**config.mk**
```make
export PLATFORM = sky130hd
export DESIGN_NAME = pc_sequencer
export DESIGN_NICKNAME = d
export VERILOG_FILES = /design/src/rtl/mips_pkg.sv /design/src/rtl/branch_target_calc.sv /design/src/rtl/pc_sequencer.sv
export SDC_FILE = /design/constraint.sdc
export NUM_CORES = 1
export LEC_CHECK = 0
export CAP_MARGIN = 40
export CORE_ASPECT_RATIO = 0.75
export CORE_MARGIN = 10
export CORE_UTILIZATION = 40
export DETAILED_ROUTE_END_ITERATION = 10
export HOLD_SLACK_MARGIN = 0.06
export PLACE_DENSITY = 0.7
export SLEW_MARGIN = 20
export SYNTH_ARGS = -nofsm -noshare
export SYNTH_HDL_FRONTEND = slang
export SYNTH_SLANG_ARGS = --single-unit
```
**constraint.sdc**
```tcl
create_clock -name clk -period 5 [get_ports clk]
set_input_delay 0.5 -clock clk [delete_from_list [all_inputs] [get_ports clk]]
set_output_delay 0.5 -clock clk [all_outputs]
set_load 0.02 [all_outputs]
```
**src/rtl/mips_pkg.sv**
```systemverilog
// Shared definitions for the PC sequencer: next-PC select encodings, FSM state type
// and default reset/trap addresses.
package mips_pkg;

  localparam logic [1:0] PCSEL_SEQ = 2'b00;
  localparam logic [1:0] PCSEL_REL = 2'b01;
  localparam logic [1:0] PCSEL_MEM = 2'b10;
  localparam logic [1:0] PCSEL_REG = 2'b11;

  localparam logic [31:0] RESET_PC_DEFAULT    = 32'h0000_0000;
  localparam logic [31:0] TRAP_VECTOR_DEFAULT = 32'h0000_0080;

  localparam logic [31:0] PC_ALIGN_MASK = 32'hFFFF_FFFC;

  typedef enum logic {
    ST_RUN      = 1'b0,
    ST_MEM_WAIT = 1'b1
  } seq_state_e;

endpackage

```
**src/rtl/branch_target_calc.sv**
```systemverilog
// Combinational next-PC arithmetic: fall-through address and PC-relative branch target.
module branch_target_calc (
  input  logic [31:0] pc_i,
  input  logic [15:0] imm_i,
  output logic [31:0] pc_plus4_o,
  output logic [31:0] rel_target_o
);

  logic [31:0] offset;

  // Word offset: sign-extend and scale by 4; all sums wrap modulo 2^32.
  assign offset       = {{14{imm_i[15]}}, imm_i, 2'b00};
  assign pc_plus4_o   = pc_i + 32'd4;
  assign rel_target_o = pc_plus4_o + offset;

endmodule

```
**src/rtl/pc_sequencer.sv**
```systemverilog
// Program-counter sequencer: sequential, relative, register and memory-indirect jumps,
// with a bounded wait for the memory target and a sticky timeout flag.
//
//   state       | meaning
//   ST_RUN      | normal execution; pc updates from pcsel when instr_valid
//   ST_MEM_WAIT | waiting for mem_ack on the pointer read; fetch stalled
module pc_sequencer
  import mips_pkg::*;
#(
  parameter logic [31:0] RESET_PC    = RESET_PC_DEFAULT,
  parameter logic [31:0] TRAP_VECTOR = TRAP_VECTOR_DEFAULT,
  parameter int unsigned TIMEOUT     = 15
) (
  input  logic        clk,
  input  logic        reset,
  input  logic        instr_valid,
  input  logic [1:0]  pcsel,
  input  logic [15:0] imm,
  input  logic [31:0] rs_val,
  input  logic        link_req,
  output logic        mem_req,
  output logic [31:0] mem_addr,
  input  logic [31:0] mem_rdata,
  input  logic        mem_ack,
  output logic [31:0] pc,
  output logic        stall,
  output logic        link_we,
  output logic [31:0] link_data,
  output logic        err
);

  localparam int unsigned CNT_W = $clog2(TIMEOUT + 1);
  localparam logic [CNT_W-1:0] CNT_LOAD = CNT_W'(TIMEOUT);
  localparam logic [CNT_W-1:0] CNT_LAST = CNT_W'(1);
  localparam logic [31:0] RESET_PC_A    = RESET_PC & PC_ALIGN_MASK;
  localparam logic [31:0] TRAP_VECTOR_A = TRAP_VECTOR & PC_ALIGN_MASK;

  seq_state_e       state_q, state_d;
  logic [31:0]      pc_q, pc_d;
  logic [31:0]      mem_addr_q, mem_addr_d;
  logic [CNT_W-1:0] cnt_q, cnt_d;
  logic             err_q, err_d;
  logic             link_we_q, link_we_d;
  logic [31:0]      link_data_q, link_data_d;

  logic [31:0] pc_plus4;
  logic [31:0] rel_target;

  branch_target_calc u_btc (
    .pc_i         (pc_q),
    .imm_i        (imm),
    .pc_plus4_o   (pc_plus4),
    .rel_target_o (rel_target)
  );

  always_ff @(posedge clk) begin
    if (reset) begin
      state_q     <= ST_RUN;
      pc_q        <= RESET_PC_A;
      mem_addr_q  <= '0;
      cnt_q       <= '0;
      err_q       <= 1'b0;
      link_we_q   <= 1'b0;
      link_data_q <= '0;
    end else begin
      state_q     <= state_d;
      pc_q        <= pc_d;
      mem_addr_q  <= mem_addr_d;
      cnt_q       <= cnt_d;
      err_q       <= err_d;
      link_we_q   <= link_we_d;
      link_data_q <= link_data_d;
    end
  end

  always_comb begin
    state_d     = state_q;
    pc_d        = pc_q;
    mem_addr_d  = mem_addr_q;
    cnt_d       = cnt_q;
    err_d       = err_q;
    link_we_d   = 1'b0;
    link_data_d = '0;

    case (state_q)
      ST_RUN: begin
        if (instr_valid) begin
          if (link_req) begin
            link_we_d   = 1'b1;
            link_data_d = pc_plus4;
          end
          case (pcsel)
            PCSEL_SEQ: pc_d = pc_plus4;
            PCSEL_REL: pc_d = rel_target;
            PCSEL_REG: pc_d = rs_val & PC_ALIGN_MASK;
            PCSEL_MEM: begin
              mem_addr_d = rs_val;
              cnt_d      = CNT_LOAD;
              state_d    = ST_MEM_WAIT;
            end
            default:   pc_d = pc_plus4;
          endcase
        end
      end

      ST_MEM_WAIT: begin
        // An ack arriving in the expiry cycle still delivers its target.
        if (mem_ack) begin
          pc_d       = mem_rdata & PC_ALIGN_MASK;
          mem_addr_d = '0;
          cnt_d      = '0;
          state_d    = ST_RUN;
        end else if (cnt_q == CNT_LAST) begin
          pc_d       = TRAP_VECTOR_A;
          err_d      = 1'b1;
          mem_addr_d = '0;
          cnt_d      = '0;
          state_d    = ST_RUN;
        end else begin
          cnt_d = cnt_q - CNT_LAST;
        end
      end

      default: state_d = ST_RUN;
    endcase
  end

  assign mem_req   = (state_q == ST_MEM_WAIT);
  assign stall     = (state_q == ST_MEM_WAIT);
  assign mem_addr  = mem_addr_q;
  assign pc        = pc_q;
  assign link_we   = link_we_q;
  assign link_data = link_data_q;
  assign err       = err_q;

endmodule

```
==> results.md <==
* Max transition margin at a little under half
* Setup Skew at 0.0111 ns
* Worst-Margin Slew at 0.812 ns
* Leak at roughly 3.4 nW
* Layout Nets at roughly 1,100
* Final period util at 90.0%
* Outcome: finished clean
* # IOs at 187
* DR vias/cell at between 5 and 6
* Post-synth cell types at slightly below 70
* Post-synth ARST share at 0%
* CTS tree: done
* HP Start: mem_addr[31]
* Endpoints failing hold at 0
* CTS buffer count at 9
* Leading cell type in the layout, fill and taps excluded: clkdlybuf4s50_1
* Synthesized cell area at 6330 um2
* Post-CTS Setup Bufs at 0
* Hold path cells at 2
* CP Class: register to register
* Register area at roughly 2000 um2
* TNS Setup at 0 ns
* PwrDens at 281 nW/um2
* R2R cell count at 14
* Hold Buf Count CTS at 0
* Fraction of synthesized area in multiplexers at approximately 1.3%
* GR Util All Layers at between 20 and 25%
* Cts repair resizes at 0
* Core area at 15,400 um2
* Reg2reg setup slack at 0.50 ns
* Largest family of logic cells by synthesized area: compound AO/OA/AOI/OAI gates
* Area grow syn2layout at 36.8%
* WHS Endpoint: mem_addr[31]
* Main flop type after synthesis: dfxtp_1
* GP Congestion at 0.981
* Die Wd at 165 um
* Crit Path Max Fanout at 6
* TritonRoute pass-1 iters at 5
* Fmax at about 220 MHz
* DRC violations left at 0
* Tmin final at 4.50 ns
* Worst EP arrival at ~4.8 ns
* WHS at between 0.4 and 0.5 ns
* CP startpoint kind: register
* Peak VDD IR at 197 uV
* Avg WL per Cell at 21.2 um
* Hpwl dp at 18,600 um
* Clk_lat worst skew at approximately 0.36 ns
* Reg-to-Reg Start: pc[3]
* Synth area leader: dfxtp_1
* Clock transition at path regs at 0.08 ns
* Number of synthesized flops with an enable pin at 0
* # setup viols final at 0
* Vias in the first global route at 6,317
* Layout cells sized above 1 at 4.94%
* CTS root buf: clkbuf_16
* CP top delay family: compound AO/OA/AOI/OAI gates
* Share of the yosys chip area belonging to registers at between 30 and 40%
* Max-Cap Viols at 0
* Clk buf depth at 2
* Ys Warns at 0
* IO Port Bufs at 180
* Synth Area in Simple Gates at 21.7%
* CTS Sinks at 99
* Area contributors post-synth: dfxtp_1, ha_1, nor2_1
* Critical Path RT at between 5 and 6 ns
* Die ar. at ~21,000 um2
* Synth Area in Compound Gates at 27.5%
* Hold crit path type: register to register
* Reg2reg end: pc[31]
* Final Max Tran Viols at 0
* Final ANT Viol Nets at 0
* Crit end category: register
* Area taken by multi-input logic gates at ~4100 um2
* RSZ-0062 raised after global routing: false
* CP cell instances: ha_1 > nand3_1 > nor2_1 > nand4_1 > xnor2_1 > ha_1 > nand2_1 > o21ai_1 > a221oi_1 > nor2_1 > a2111oi_0 > o211ai_1 > mux2i_1 > o21a_1
* Commonest cells after routing, fill and taps aside: clkdlybuf4s50_1, dfxtp_1, nor2_1
* Htree depth at 3
* Post-Syn Area per Cell at 8.06 um2
* Synthesized-area fraction occupied by xor and xnor cells at about 5.7%
* Top-area cell type share of the netlist area at 31.3%
* Initial antenna violation count at 1
* Vias post-DR at 6,641
* CP max-delay cell: a221oi_1
* Total wire length at 24,500 um
* WP buf/inv at 0
* Post-Synthesis Cells at 785
* Initial Util at 41.2%
* Row count at 39
* Die height at about 130 um
* Crit-path max cell delay at 0.67 ns
* Largest net degree at the start of global routing at 45
* Share of synthesized cell area in full adder, half adder and majority cells at 7.44%
* Number of DRC markers in iteration 0 at 487
* FILL cells at between 1,000 and 1,500
* First-pass GRT wire length at 36,900 um
* Synth Register Bits at 99
* Grt total ovfl at 0
* Cell depth of the worst setup path at 14
==> per-stage QoR <==
stage	power (mW)	cells	util (%)	setup slack, ns	instance area [um2]
after global routing	2.54	1157	56.3	0.339	8650
after floorplan	1.38	788	-	1.35	6340
after detailed placement	1.69	1142	54.3	0.693	8350
final	2.43	1158	56.3	0.499	8650
after global placement	1.69	1141	54.1	0.737	8320
after CTS	2.43	1157	56.3	0.680	8650
==> logic make-up after synthesis <==
group / count (synthesis)
compound gates: 246
xor+xnor: 41
fa+ha+maj: 37
buf+inv: 78
flops: 99
mux: 8
other cells: 1
simple gates: 275
==> report_power, final <==
| part | internal (mW) | switching (mW) |
|---|---|---|
| registers | 0.834 | 0.0554 |
| clock network | 0.403 | 0.339 |
| logic | 0.351 | 0.452 |
| total | 1.59 | 0.846 |
==> cell type report <==
cell class / count / area share, %
tap: 205 / 2.96
clock inverter: 5 / 0.709
timing repair buffer: 198 / 22.6
multi-input combinational: 611 / 46.8
inverter: 29 / 1.26
clock buffer: 10 / 2.76
antenna: 1 / 0.0289
sequential: 99 / 22.9
==> worst max-delay path by stage <==
stage / startpoint / slack, ns / endpoint
2_1_floorplan: pc[6] / 1.35 / pc[31]
3_3_place_gp: pc[6] / 0.74 / pc[31]
3_5_place_dp: pc[6] / 0.69 / pc[31]
4_1_cts: pc[3] / 0.68 / pc[31]
5_1_grt: pc[6] / 0.34 / pc[31]
6_report: pc[3] / 0.50 / pc[31]
==> synth_stat cells, types with 20 or more instances <==
library cell,number
a21oi_1,46
ha_1,36
and2_1,28
clkbuf_1,37
nand2_1,57
dfxtp_1,99
o211ai_1,20
nand3_1,32
xnor2_1,23
a22o_1,27
inv_1,29
o21ai_0,35
nor2_1,73
==> flip-flops by register name, indices dropped and copies added, names as in the netlist <==
| register | cells |
|---|---|
| mem_addr | 32 |
| err | 1 |
| link_we | 1 |
| mem_req | 1 |
| link_data | 30 |
| cnt_q | 4 |
| pc | 30 |
==> per-layer routing <==
metal	wire length (um)	track usage [%]	part of all wire, %
met1	11600	31.9	47
met2	9870	31.2	40
met3	2860	7.84	12
met4	189	4.05	0.77
met5	9	0	0.037
==> worst reg2reg max path: stages, from the launching register on <==
cell and delay, ns:
dfxtp_1 0.40, ha_1 0.22, nand3_1 0.27, nor2_1 0.32, nand4_1 0.30, xnor2_1 0.38
ha_1 0.38, nand2_1 0.23, o21ai_1 0.13, a221oi_1 0.67, nor2_1 0.10, a2111oi_0 0.40
o211ai_1 0.29, mux2i_1 0.19, o21a_1 0.12
No activity file was read; power rests on OpenSTA's default activity.
